$ cat src/rtl/dp_pkg.sv
// Shared types and flag bit positions for the self-sequencing datapath core.
package dp_pkg;

  typedef enum logic [1:0] {
    CMD_REG  = 2'b00,
    CMD_IMM  = 2'b01,
    CMD_MOVI = 2'b10,
    CMD_MOVR = 2'b11
  } cmd_op_t;

  typedef enum logic [1:0] {
    ALU_ADD = 2'b00,
    ALU_SUB = 2'b01,
    ALU_AND = 2'b10,
    ALU_MVN = 2'b11
  } alu_op_t;

  typedef enum logic [1:0] {
    SH_NONE = 2'b00,
    SH_LSL1 = 2'b01,
    SH_LSR1 = 2'b10,
    SH_ASR1 = 2'b11
  } shift_t;

  typedef enum logic [2:0] {
    S_IDLE = 3'd0,
    S_RDA  = 3'd1,
    S_RDB  = 3'd2,
    S_EXEC = 3'd3,
    S_WB   = 3'd4
  } state_t;

  localparam int FLAG_Z = 3;
  localparam int FLAG_V = 2;
  localparam int FLAG_N = 1;
  localparam int FLAG_C = 0;

endpackage

$ cat src/rtl/dp_seq_core_if.sv
// Command handshake plus result/status/debug bus between controller (master) and core (slave).
interface dp_seq_core_if #(
  parameter int WIDTH = 16,
  parameter int NREGS = 8
);
  import dp_pkg::*;

  localparam int RW = $clog2(NREGS);

  logic                   cmd_valid;
  logic                   cmd_ready;
  cmd_op_t                cmd_op;
  alu_op_t                alu_op;
  shift_t                 shift;
  logic [RW-1:0]          rd;
  logic [RW-1:0]          rn;
  logic [RW-1:0]          rm;
  logic [WIDTH-1:0]       imm;
  logic                   wb_en;
  logic                   set_flags;
  logic                   done;
  logic [WIDTH-1:0]       result;
  logic [3:0]             status_out;
  logic [NREGS*WIDTH-1:0] reg_out;

  modport master (
    output cmd_valid, cmd_op, alu_op, shift, rd, rn, rm, imm, wb_en, set_flags,
    input  cmd_ready, done, result, status_out, reg_out
  );

  modport slave (
    input  cmd_valid, cmd_op, alu_op, shift, rd, rn, rm, imm, wb_en, set_flags,
    output cmd_ready, done, result, status_out, reg_out
  );

endinterface

$ cat src/rtl/dp_regfile.sv
// Register file: two asynchronous read ports, one synchronous write port, async clear, flat debug view.
module dp_regfile #(
  parameter int WIDTH = 16,
  parameter int NREGS = 8
) (
  input  logic                       clk,
  input  logic                       rst_n_i,
  input  logic                       we_i,
  input  logic [$clog2(NREGS)-1:0]   waddr_i,
  input  logic [WIDTH-1:0]           wdata_i,
  input  logic [$clog2(NREGS)-1:0]   raddr_a_i,
  input  logic [$clog2(NREGS)-1:0]   raddr_b_i,
  output logic [WIDTH-1:0]           rdata_a_o,
  output logic [WIDTH-1:0]           rdata_b_o,
  output logic [NREGS*WIDTH-1:0]     reg_out_o
);

  logic [WIDTH-1:0] mem_q [NREGS];

  always_ff @(posedge clk or negedge rst_n_i) begin
    if (!rst_n_i) begin
      for (int i = 0; i < NREGS; i++) mem_q[i] <= '0;
    end else if (we_i) begin
      mem_q[waddr_i] <= wdata_i;
    end
  end

  assign rdata_a_o = mem_q[raddr_a_i];
  assign rdata_b_o = mem_q[raddr_b_i];

  for (genvar g = 0; g < NREGS; g++) begin : g_flat
    assign reg_out_o[g*WIDTH +: WIDTH] = mem_q[g];
  end

endmodule

$ cat src/rtl/dp_seq_core.sv
// Self-sequencing datapath: accepts one command per handshake and walks RDA/RDB/EXEC/WB internally.
module dp_seq_core
  import dp_pkg::*;
#(
  parameter int WIDTH = 16,
  parameter int NREGS = 8
) (
  input logic            clk,
  input logic            reset_n,
  dp_seq_core_if.slave   bus
);

  localparam int RW = $clog2(NREGS);
  localparam int MSB = WIDTH - 1;

  state_t           state_q;
  cmd_op_t          cmd_op_q;
  alu_op_t          alu_op_q;
  shift_t           shift_q;
  logic [RW-1:0]    rd_q, rn_q, rm_q;
  logic [WIDTH-1:0] imm_q;
  logic             wb_en_q, set_flags_q;
  logic [WIDTH-1:0] a_q, b_q, c_q;
  logic [3:0]       status_q;
  logic             done_q, ready_q;

  logic [WIDTH-1:0] ra_dat, rb_dat, shift_dat, alu_dat;
  logic [WIDTH:0]   sum_w;
  logic             alu_c, alu_v;
  alu_op_t          eff_op;
  logic             wr_en;
  logic [WIDTH-1:0] wr_dat;

  assign wr_en  = (state_q == S_WB) && wb_en_q;
  assign wr_dat = (cmd_op_q == CMD_MOVI) ? imm_q : c_q;

  dp_regfile #(.WIDTH(WIDTH), .NREGS(NREGS)) u_regfile (
    .clk       (clk),
    .rst_n_i   (reset_n),
    .we_i      (wr_en),
    .waddr_i   (rd_q),
    .wdata_i   (wr_dat),
    .raddr_a_i (rn_q),
    .raddr_b_i (rm_q),
    .rdata_a_o (ra_dat),
    .rdata_b_o (rb_dat),
    .reg_out_o (bus.reg_out)
  );

  always_comb begin
    shift_dat = rb_dat;
    case (shift_q)
      SH_LSL1: shift_dat = {rb_dat[MSB-1:0], 1'b0};
      SH_LSR1: shift_dat = {1'b0, rb_dat[MSB:1]};
      SH_ASR1: shift_dat = {rb_dat[MSB], rb_dat[MSB:1]};
      default: shift_dat = rb_dat;
    endcase
  end

  assign eff_op = (cmd_op_q == CMD_MOVR) ? ALU_ADD : alu_op_q;

  // SUB is A + ~B + 1, so the carry-out is directly the not-borrow flag.
  always_comb begin
    sum_w   = '0;
    alu_dat = '0;
    alu_c   = 1'b0;
    alu_v   = 1'b0;
    case (eff_op)
      ALU_ADD: begin
        sum_w   = {1'b0, a_q} + {1'b0, b_q};
        alu_dat = sum_w[MSB:0];
        alu_c   = sum_w[WIDTH];
        alu_v   = (a_q[MSB] == b_q[MSB]) && (sum_w[MSB] != a_q[MSB]);
      end
      ALU_SUB: begin
        sum_w   = {1'b0, a_q} + {1'b0, ~b_q} + {{WIDTH{1'b0}}, 1'b1};
        alu_dat = sum_w[MSB:0];
        alu_c   = sum_w[WIDTH];
        alu_v   = (a_q[MSB] != b_q[MSB]) && (sum_w[MSB] != a_q[MSB]);
      end
      ALU_AND: alu_dat = a_q & b_q;
      ALU_MVN: alu_dat = ~b_q;
      default: alu_dat = '0;
    endcase
  end

  always_ff @(posedge clk or negedge reset_n) begin
    if (!reset_n) begin
      state_q     <= S_IDLE;
      cmd_op_q    <= CMD_REG;
      alu_op_q    <= ALU_ADD;
      shift_q     <= SH_NONE;
      rd_q        <= '0;
      rn_q        <= '0;
      rm_q        <= '0;
      imm_q       <= '0;
      wb_en_q     <= 1'b0;
      set_flags_q <= 1'b0;
      a_q         <= '0;
      b_q         <= '0;
      c_q         <= '0;
      status_q    <= 4'b0000;
      done_q      <= 1'b0;
      ready_q     <= 1'b1;
    end else begin
      done_q <= 1'b0;
      case (state_q)
        S_IDLE: if (bus.cmd_valid) begin
          cmd_op_q    <= bus.cmd_op;
          alu_op_q    <= bus.alu_op;
          shift_q     <= bus.shift;
          rd_q        <= bus.rd;
          rn_q        <= bus.rn;
          rm_q        <= bus.rm;
          imm_q       <= bus.imm;
          wb_en_q     <= bus.wb_en;
          set_flags_q <= bus.set_flags;
          ready_q     <= 1'b0;
          case (bus.cmd_op)
            CMD_MOVR: begin
              a_q     <= '0;
              state_q <= S_RDB;
            end
            CMD_MOVI: begin
              state_q <= S_WB;
              done_q  <= 1'b1;
            end
            default:  state_q <= S_RDA;
          endcase
        end
        S_RDA: begin
          a_q <= ra_dat;
          if (cmd_op_q == CMD_IMM) begin
            b_q     <= imm_q;
            state_q <= S_EXEC;
          end else begin
            state_q <= S_RDB;
          end
        end
        S_RDB: begin
          b_q     <= shift_dat;
          state_q <= S_EXEC;
        end
        S_EXEC: begin
          c_q <= alu_dat;
          if (set_flags_q) begin
            status_q[FLAG_Z] <= (alu_dat == '0);
            status_q[FLAG_V] <= alu_v;
            status_q[FLAG_N] <= alu_dat[MSB];
            status_q[FLAG_C] <= alu_c;
          end
          state_q <= S_WB;
          done_q  <= 1'b1;
        end
        S_WB: begin
          state_q <= S_IDLE;
          ready_q <= 1'b1;
        end
        default: begin
          state_q <= S_IDLE;
          ready_q <= 1'b1;
        end
      endcase
    end
  end

  assign bus.cmd_ready  = ready_q;
  assign bus.done       = done_q;
  assign bus.result     = c_q;
  assign bus.status_out = status_q;

endmodule

$ cat src/flat_wrapper.sv
// flat-port wrapper written by rule: the top's interface ports become plain ports
module dp_seq_core_flat import dp_pkg::*;
#(
  parameter int WIDTH = 16,
  parameter int NREGS = 8
)
  (clk, reset_n, bus_cmd_valid, bus_cmd_op, bus_alu_op, bus_shift, bus_rd, bus_rn, bus_rm, bus_imm, bus_wb_en, bus_set_flags, bus_cmd_ready, bus_done, bus_result, bus_status_out, bus_reg_out);
  dp_seq_core_if #(.WIDTH(WIDTH), .NREGS(NREGS)) bus_i ();
  input logic clk;
  input logic reset_n;
  input wire logic [$bits(bus_i.cmd_valid)-1:0] bus_cmd_valid;
  input wire logic [$bits(bus_i.cmd_op)-1:0] bus_cmd_op;
  input wire logic [$bits(bus_i.alu_op)-1:0] bus_alu_op;
  input wire logic [$bits(bus_i.shift)-1:0] bus_shift;
  input wire logic [$bits(bus_i.rd)-1:0] bus_rd;
  input wire logic [$bits(bus_i.rn)-1:0] bus_rn;
  input wire logic [$bits(bus_i.rm)-1:0] bus_rm;
  input wire logic [$bits(bus_i.imm)-1:0] bus_imm;
  input wire logic [$bits(bus_i.wb_en)-1:0] bus_wb_en;
  input wire logic [$bits(bus_i.set_flags)-1:0] bus_set_flags;
  output wire logic [$bits(bus_i.cmd_ready)-1:0] bus_cmd_ready;
  output wire logic [$bits(bus_i.done)-1:0] bus_done;
  output wire logic [$bits(bus_i.result)-1:0] bus_result;
  output wire logic [$bits(bus_i.status_out)-1:0] bus_status_out;
  output wire logic [$bits(bus_i.reg_out)-1:0] bus_reg_out;
  assign bus_i.cmd_valid = bus_cmd_valid;
  assign bus_i.cmd_op = bus_cmd_op;
  assign bus_i.alu_op = bus_alu_op;
  assign bus_i.shift = bus_shift;
  assign bus_i.rd = bus_rd;
  assign bus_i.rn = bus_rn;
  assign bus_i.rm = bus_rm;
  assign bus_i.imm = bus_imm;
  assign bus_i.wb_en = bus_wb_en;
  assign bus_i.set_flags = bus_set_flags;
  assign bus_cmd_ready = bus_i.cmd_ready;
  assign bus_done = bus_i.done;
  assign bus_result = bus_i.result;
  assign bus_status_out = bus_i.status_out;
  assign bus_reg_out = bus_i.reg_out;
  dp_seq_core #(.WIDTH(WIDTH), .NREGS(NREGS)) u_core (.clk(clk), .reset_n(reset_n), .bus(bus_i));
endmodule
$ cat config.mk
export PLATFORM = sky130hd
export DESIGN_NAME = dp_seq_core_flat
export DESIGN_NICKNAME = d
export VERILOG_FILES = /design/src/rtl/dp_pkg.sv /design/src/rtl/dp_seq_core_if.sv /design/src/rtl/dp_regfile.sv /design/src/rtl/dp_seq_core.sv /design/src/flat_wrapper.sv
export SDC_FILE = /design/constraint.sdc
export NUM_CORES = 1
export LEC_CHECK = 0
export BUFFER_PORTS_ARGS = -buffer_cell sky130_fd_sc_hd__buf_2
export CAP_MARGIN = 0
export CORE_ASPECT_RATIO = 1.1
export CORE_UTILIZATION = 35
export CTS_CLUSTER_DIAMETER = 150
export DETAILED_ROUTE_END_ITERATION = 12
export PLACE_DENSITY = 0.55
export SETUP_SLACK_MARGIN = 0.5
export SLEW_MARGIN = 10
export SYNTH_ARGS = -nofsm -noshare
export SYNTH_HDL_FRONTEND = slang
export SYNTH_SLANG_ARGS = --single-unit
$ cat constraint.sdc
create_clock -name clk -period 2.65 [get_ports clk]
set_input_delay 0.3975 -clock clk [delete_from_list [all_inputs] [get_ports clk]]
set_output_delay 0.3975 -clock clk [all_outputs]
set_load 0.03 [all_outputs]
==> impl_metrics.tcl, run 1 <==
set metrics [dict create \
    grt_usage_pct 23.0 \
    drc 0 \
    final_nets 1655 \
    crit_required_ps 3080 \
    final_cells 2084 \
    seq_area_mm2 0.00547 \
    numCtsBuffers 26 \
    pwr_density_cell_mw_per_mm2 1580 \
    first_iter_violations 730 \
    grt-ovfl-total 0 \
    layout_setup_ws_ps -278 \
    endpoint_kind "flip-flop" \
    synth.yosys.seq_area_share_pct 43.2 \
    grt_pass1_vias 11200 \
    avgSynthCellArea_um2 10.0 \
    cts_tree "yes" \
    grt_max_degree 73 \
    crit_chain "ha_2, fa_2, nor2b_1, o211ai_1, nand3_2, a2111oi_4, o21bai_2, a211oi_2, o221a_2, o22ai_1, mux2_4" \
    wirelength_mm 42.0 \
    fin_crit_sh_pct 111 \
    floorplan.initialDensity_pct 35.7 \
    hold_path_class "input port to flip-flop" \
    dieHeight_um 201 \
    die_w_um 183 \
    root_buffer "clkbuf_16" \
    p_leak_nw 7.91 \
    slew-limit-headroom_pct 29.1 \
    via_per_inst 5.36 \
    setup_viol 5 \
    dp_hpwl_mm 31.3 \
    synth_top_area_cell "dfrtp_1" \
    ir_drop_v 0.000867 \
    synth.top_cell.area_share_pct 43.0 \
    gp_congestion 0.916 \
    hold_viol_final 0 \
    ys_warn_count 0 \
    cap_violations 0 \
    start_kind "flip-flop" \
    first_pass_iters 5 \
    hold_ws_ps 83.8 \
    netlist_area_mm2 0.0126 \
    ys_seq_elements 218 \
    rows 72 \
    holdPathStages 3 \
    clock-sinks 218 \
    fin_crit_ps 2930 \
    path_class "flip-flop to flip-flop" \
    grt_antenna_before_repair 1 \
    cts.path.max_buffers 3 \
    synth_cells 1261 \
    ios 186 \
    max_stage_delay_ps 410 \
    synth-edff-count 0 \
    core_mm2 0.0353 \
    status "finished, violations left" \
    ant_nets 0 \
    die_area_mm2 0.0368 \
    grt_pass1_wl_mm 66.0 \
    ys.flop_type "dfrtp_1" \
    fin_skew_ps 14.8 \
    wire_per_inst_um 20.2 \
    arrival_ps 3350 \
    synthArstFlopShare_pct 100 \
    r2r.worst_path.cells 11 \
    yosys-top-cells-area "dfrtp_1 (43%), mux4_2 (11%), o21ai_0 (6.3%)" \
    area_growth_pct 34.6 \
    rsz0062_at_grt "yes" \
    drive_gt1_share_pct 39.8 \
    fmax_ghz 0.341 \
    fillCellCount 3334 \
    placement.io_buffers 185 \
    path_max_fanout 3 \
    clk_pin_slew_worst_paths_ps 60 \
    multi_input_area_mm2 0.00729 \
    insertion_delay_ps 540 \
    utilization_pct 48.1 \
    fin_setup_tns_ps -989 \
    power.total_mw 26.9 \
    vias 11200 \
    slowest_stage "a2111oi_4" \
    tightest_slew_ps 1060 \
    cts_max_level 1 \
    violations "setup timing" \
    maxSlewViolCount 0 \
    yosysUniqueCellTypes 70 \
    dp_cells 2001 \
    syn_nets 1332 \
]
## cell usage after synthesis, drive strengths merged (6+ instances only)
cell / n
nand3: 10
mux4: 64
mux2: 39
o21ai: 162
ha: 33
nor3: 14
nor2: 110
a221oi: 9
dfrtp: 217
a31oi: 6
nand2: 173
a21o: 9
buf: 23
inv: 35
o31ai: 10
and2: 7
mux2i: 61
clkbuf: 64
o211ai: 10
a21oi: 89
o221ai: 6
nor2b: 14
nand2b: 6
## registers in the layout, indices dropped and copies added (netlist names), 2 cells and up
signal,flops
u_core.u_regfile.reg_out_o,128
u_core.cmd_op_q,2
u_core.shift_q,2
u_core.b_q,16
u_core.imm_q,16
u_core.rn_q,3
u_core.rm_q,3
u_core.a_q,16
u_core.bus.status_out,4
u_core.alu_op_q,2
u_core.bus.result,16
u_core.rd_q,3
u_core.state_q,3
## report_power, final
part | switching [mW] | internal, mW
registers | 1.66 | 4.70
clock network | 1.44 | 2.26
logic | 9.27 | 7.54
## path summary, 6_finish.rpt
path | slack (ps) | endpoint | startpoint
setup / recovery | -280 | u_core.bus.result[14] | u_core.a_q[0]
hold / removal | 80 | u_core.alu_op_q[1] | bus_alu_op[1]
setup reg to reg | -280 | u_core.bus.result[14] | u_core.a_q[0]
hold reg to reg | 480 | u_core.bus.status_out[1] | u_core.bus.status_out[1]
max in group asynchronous | 1330 | u_core.a_q[1] | reset_n
min in group asynchronous | 440 | u_core.u_regfile.reg_out_o[55] | reset_n
## what timing repair did
action / in CTS / in global routing
hold buffers: 1 / 0
pin swaps: 39 / 43
endpoints found under the setup margin: 32 / 84
setup buffers: 16 / 18
cloned: 1 / 0
gates resized for setup: 104 / 69
hold endpoints to repair: 67 / 0
## kinds of logic after synthesis
kind of cell,Yosys count,share of synthesized area [%]
muxes,164,19.7
buffers and inverters,122,3.80
and+or+nand+nor,366,12.6
AOI/OAI and AO/OA,353,16.8
xor gates and xnor gates,3,0.208
DFF,218,43.2
adders and majority gates,35,3.59
## metal layers
metal  track usage [%]  routed length (um)
met1              31.2               18400
met2              37.4               20000
met3              4.63                2720
met4              6.04                 889
met5                 0                   0
## through the flow
stage | worst slack [ps] | cell area [um^2]
after detailed placement | -371 | 15200
after CTS | -295 | 16600
after global placement | -336 | 15200
after floorplan | -182 | 12700
after global routing | -404 | 17000
final | -278 | 17000
## critical path: cells and delay by family, from the launching register on
| family | cells | cell delay [ps] |
|---|---|---|
| AND/OR/NAND/NOR | 2 | 310 |
| multiplexers | 1 | 260 |
| AO/OA/AOI/OAI | 6 | 1310 |
| adder cells (fa/ha/maj) | 2 | 560 |
| flip-flops | 1 | 380 |
## placed cells by master (no fill, tap or decap), types with 7 or more instances in the layout
cell	count
dfrtp_1	210
buf_2	184
nand2_1	171
buf_4	170
nor2_1	103
o21ai_0	103
a21oi_1	86
mux4_2	64
o21ai_1	52
mux2i_1	47
mux2_2	34
inv_1	30
clkbuf_16	27
ha_1	24
buf_6	16
o211ai_1	10
nor3_1	10
a21o_1	9
nor2b_1	9
mux2i_4	8
clkbuf_8	8
nand3_1	7
and2_1	7
buf_12	7
## final cells by class
| cell class | instances | area share, % |
|---|---|---|
| Clock buffer | 38 | 4.69 |
| Multi-Input combinational cell | 921 | 42.9 |
| Antenna cell | 1 | 0.0147 |
| Timing Repair Buffer | 382 | 15.3 |
| Clock inverter | 8 | 0.545 |
| Tap cell | 481 | 3.54 |
| Inverter | 35 | 0.788 |
| Sequential cell | 218 | 32.2 |
Note: power is estimated with default switching activity, not from simulation.
==> run 2, diff against run 1 <==
- CORE_UTILIZATION: 35 -> 40
- PLACE_DENSITY: 0.55 -> 0.62
==> impl_metrics.tcl, run 2 (synthesis results as in run 1) <==
set metrics [dict create \
    rows 67 \
    grt_usage_pct 26.7 \
    setup_viol 5 \
    wirelength_mm 42.4 \
    drive_gt1_share_pct 39.1 \
    ir_drop_v 0.00100 \
    final_cells 2001 \
    diodes 0 \
    busiest_layer "met2" \
    hold_path_class "input port to flip-flop" \
    layout_setup_ws_ps -347 \
    endpoint_kind "flip-flop" \
    clock-sinks 218 \
    root_buffer "clkbuf_16" \
    vias 11300 \
    dp_hpwl_mm 30.9 \
    area_growth_pct 33.3 \
    grt_pass1_wl_mm 65.6 \
    grt.met1_usage_pct 35.8 \
    slowest_stage "a2111oi_4" \
    die_area_mm2 0.0323 \
    cap_violations 0 \
    dieHeight_um 188 \
    cts_tree "yes" \
    path_class "flip-flop to flip-flop" \
    wire_per_inst_um 21.2 \
    p_leak_nw 7.85 \
    globalRouteMet3Util_pct 5.76 \
    arrival_ps 3430 \
    violations "setup timing" \
    fillCellCount 2763 \
    fin_crit_sh_pct 113 \
    gp_congestion 0.922 \
    first_pass_iters 5 \
    ant_nets 0 \
    met2_usage_pct 43.6 \
    clk_pin_slew_worst_paths_ps 60 \
    first_iter_violations 804 \
    rsz0062_at_grt "yes" \
    grt_antenna_before_repair 0 \
    placement.io_buffers 185 \
    crit_chain "ha_2, fa_2, nor2b_4, o211ai_1, nand3_2, a2111oi_4, o21bai_2, a211oi_2, o221a_2, o22ai_2, mux2_4" \
    ios 186 \
    grt_pass1_vias 11300 \
    floorplan.initialDensity_pct 41.0 \
    cts_max_level 1 \
    fin_crit_ps 3000 \
    crit_family "compound AO/OA/AOI/OAI gates" \
    crit_required_ps 3080 \
    slew-limit-headroom_pct 33.2 \
    path_max_fanout 3 \
    hold_viol_final 0 \
    status "finished, violations left" \
    insertion_delay_ps 550 \
    cts.path.max_buffers 3 \
    grt-ovfl-total 0 \
    dp_cells 1932 \
    maxSlewViolCount 0 \
    crit_buf_inv 0 \
    fmax_ghz 0.334 \
    core_mm2 0.0308 \
    numCtsBuffers 25 \
    final_nets 1642 \
    start_kind "flip-flop" \
    grt_max_degree 62 \
    die_w_um 171 \
    via_per_inst 5.63 \
    pwr_density_cell_mw_per_mm2 1590 \
    drc 0 \
    mostFrequentLayoutCells "dfrtp_1 (213), buf_2 (184), nand2_1 (170)" \
    largest_reg_flops 128 \
    final_common_cell "dfrtp_1" \
    fin_skew_ps 27.6 \
    tightest_slew_ps 1000 \
    place_ws_ps -426 \
    max_stage_delay_ps 460 \
]
[run 2: area by class of cell]
class	instances	area (um^2)	share of cell area, %
Clock buffer	33	696	4.14
Tap cell	414	518	3.08
Multi-Input combinational cell	921	7310	43.5
Sequential cell	218	5460	32.5
Clock inverter	10	135	0.803
Inverter	35	131	0.781
Timing Repair Buffer	370	2570	15.3
[run 2: report_power, final]
group          leakage (nW)  switching (mW)  total, mW  internal [mW]
clock network         0.409            1.42       3.55           2.13
logic                  4.59            9.32       16.8           7.51
registers              2.85            1.67       6.36           4.69
[run 2: final timing paths]
path	slack, ps	cells after the start	to	startpoint
worst max-delay path	-350	11	u_core.bus.result[14]	u_core.a_q[0]
worst min-delay path	80	2	u_core.rn_q[0]	bus_rn[0]
worst max register to register	-350	11	u_core.bus.result[14]	u_core.a_q[0]
worst min register to register	480	2	u_core.bus.status_out[3]	u_core.bus.status_out[3]
max in group asynchronous	1450	3	u_core.bus.result[11]	reset_n
min in group asynchronous	410	2	u_core.u_regfile.reg_out_o[6]	reset_n
[run 2: layer usage]
layer	up-vias	part of all wire, %
met4	0	2.0
li1	5194	-
met2	359	49
met5	-	0
met3	64	7.1
met1	5645	42
[run 2: stage by stage]
stage	util [%]	hold WS, ps	cell area (um^2)	TNS, ps	total power, mW
after floorplan	-	102	12700	-312	15.2
after global placement	49.2	377	15100	-1220	21.0
after detailed placement	49.2	375	15100	-1570	21.2
after CTS	53.8	66.2	16600	-1020	26.1
after global routing	54.7	70.8	16800	-2410	28.4
final	54.7	84.6	16800	-1050	26.7
[run 2: timing repair]
action,in CTS,in global routing
setup endpoints to repair,27,79
hold buffers,1,0
hold endpoints to repair,56,0
cloned,4,0
resized for setup,92,69
setup buffers,12,9
pin swaps,32,22
==> run 3, diff against run 2 <==
- ABC_AREA: unset -> 1
- PLACE_DENSITY: 0.62 -> 0.61
==> impl_metrics.tcl, run 3 <==
set metrics [dict create \
    arrival_ps 2680 \
    via_per_inst 5.54 \
    final_common_cell "nand2_1" \
    final_nets 2119 \
    clk_pin_slew_worst_paths_ps 60 \
    mostFrequentLayoutCells "nand2_1 (424), o21ai_0 (251), dfrtp_1 (210)" \
    crit_required_ps 3130 \
    setup_viol 0 \
    synth.yosys.seq_area_share_pct 41.1 \
    synthSimpleGateAreaFrac_pct 23.1 \
    synthArstFlopShare_pct 100 \
    ys_seq_elements 218 \
    netlist_area_mm2 0.0133 \
    grt_usage_pct 29.3 \
    ys_warn_count 0 \
    placement.io_buffers 185 \
    grt_pass1_wl_mm 76.2 \
    yosysUniqueCellTypes 44 \
    synth_cells 1863 \
    fin_setup_tns_ps 0 \
    start_kind "flip-flop" \
    status "completed" \
    utilization_pct 50.2 \
    largest_reg_flops 128 \
    fin_crit_sh_pct 83.3 \
    die_w_um 176 \
    first_iter_violations 1161 \
    numCtsBuffers 27 \
    grt-ovfl-total 0 \
    insertion_delay_ps 550 \
    synth_top_family_by_area "simple AND/OR/NAND/NOR gates" \
    cts.path.max_buffers 3 \
    maxSlewViolCount 0 \
    dp_hpwl_mm 37.1 \
    avgSynthCellArea_um2 7.13 \
    synth.top_cell.area_share_pct 40.9 \
    fin_crit_ps 2210 \
    synth.mux.area_fraction_pct 0 \
    ir_drop_v 0.000813 \
    hold_path_class "input port to flip-flop" \
    cap_violations 0 \
    first_pass_iters 6 \
    power.total_mw 24.8 \
    endpoint_kind "flip-flop" \
    rsz0062_at_grt "yes" \
    vias 13800 \
    ios 186 \
    drc 0 \
    p_leak_nw 8.03 \
    grt_max_degree 77 \
    synth_common_cells "nand2_1 (447), o21ai_0 (255), dfrtp_1 (217), inv_1 (207), a21oi_1 (176)" \
    cts_max_level 1 \
    ant_nets 0 \
    synth-edff-count 0 \
    fin_skew_ps 12.9 \
    die_area_mm2 0.0339 \
    synth_xor_area_share_pct 0.132 \
    path_max_fanout 3 \
    synth_fa_ha_area_share_pct 3.41 \
    hold_viol_final 0 \
    grt_pass1_vias 12800 \
    grt_antenna_before_repair 1 \
    slew-limit-headroom_pct 25.5 \
    yosys-top-cells-area "dfrtp_1 (41%), nand2_1 (13%), o21ai_0 (9.6%)" \
    tightest_slew_ps 1110 \
    dp_cells 2421 \
    path_class "flip-flop to flip-flop" \
    dieHeight_um 193 \
    gp_congestion 0.977 \
    synth-compound-area-share_pct 22.1 \
    pwr_density_cell_mw_per_mm2 1520 \
    final_cells 2494 \
    diodes 0 \
    synth_top_area_cell "dfrtp_1" \
    fmax_ghz 0.453 \
    synth.most_common_cell "nand2_1" \
    cts_tree "yes" \
    floorplan.initialDensity_pct 40.9 \
    root_buffer "clkbuf_16" \
    syn_nets 1934 \
    drive_gt1_share_pct 21.1 \
    wirelength_mm 50.2 \
    rows 69 \
    core_mm2 0.0325 \
    clock-sinks 218 \
    wire_per_inst_um 20.1 \
    area_growth_pct 22.8 \
    ys.flop_type "dfrtp_1" \
]
run 3: cell types whose count changed in the layout (fill, tap and decap cells not counted), moves of 64 or more:
cell,previous run,this run
buf_4,162,66
a21oi_1,86,171
mux4_2,64,0
nand2_1,170,424
inv_1,31,192
nand3_1,7,108
o21ai_0,102,251
run 3: final cells by class:
class / instances / area [um^2]
Clock buffer: 42 / 802
Clock inverter: 7 / 98.8
Fill cell: 3267 / 16200
Inverter: 222 / 851
Multi-Input combinational cell: 1315 / 6920
Sequential cell: 218 / 5470
Tap cell: 426 / 533
Timing Repair Buffer: 264 / 1640
run 3: path summary, 6_finish.rpt:
kind                                     from                               to  slack, ps  cells past startpoint
setup / recovery                u_core.a_q[0]         u_core.bus.status_out[3]        440                     18
hold / removal                      bus_rd[1]                   u_core.rd_q[1]         50                      3
setup reg to reg                u_core.a_q[0]         u_core.bus.status_out[3]        440                     18
hold reg to reg            u_core.set_flags_q               u_core.set_flags_q        490                      2
max in group asynchronous             reset_n                    u_core.a_q[9]       1430                      3
min in group asynchronous             reset_n  u_core.u_regfile.reg_out_o[116]        450                      2
run 3: per-layer routing:
metal	global-route usage, %	wire length, um	vias to the layer above
met5	0	0	-
met4	8.49	1260	0
met3	5.51	4200	81
met2	45.9	22600	605
met1	41.2	22200	6613
li1	-	-	6512
run 3: kinds of logic after synthesis:
family                     Yosys count
adders and majority gates           35
xor gates and xnor gates             2
buffers and inverters              330
and+or+nand+nor                    738
AOI/OAI and AO/OA                  540
DFF                                218
run 3: critical path: stages, from the launching register on:
cell	delay, ps
dfrtp_1	390
inv_2	70
ha_4	160
fa_2	390
inv_2	60
nand2_2	60
nand2_4	80
nand3_4	90
nand2_4	90
nand2_4	50
nand2_2	50
nand2_1	40
nand3_1	60
nand2_1	60
nand2_2	100
nand2_4	70
nor2_4	110
nand4_1	90
nand2_1	80
run 3: where the power goes:
group	internal, mW	switching, mW	leakage [nW]
Clock	2.27	1.53	0.443
Sequential	4.53	1.28	2.88
Combinational	4.90	10.3	4.71
Total	11.7	13.1	8.03
run 3: timing repair:
action | 4_1_cts | 5_1_grt
cloned | 0 | 0
endpoints found under the setup margin | 10 | 23
buffers inserted | 12 | 11
hold buffers | 1 | 0
resized for setup | 38 | 88
endpoints found under the hold margin | 71 | 0
pin swaps | 7 | 23
run 3: metrics by stage:
| stage | hold slack, ps | worst slack [ps] | instance area [um^2] |
|---|---|---|---|
| 2_1_floorplan | 102 | 664 | 13300 |
| 3_3_place_gp | 437 | 115 | 14700 |
| 3_5_place_dp | 442 | 118 | 14700 |
| 4_1_cts | 32.2 | 424 | 15900 |
| 5_1_grt | 50.6 | 317 | 16300 |
| 6_report | 46.0 | 443 | 16300 |
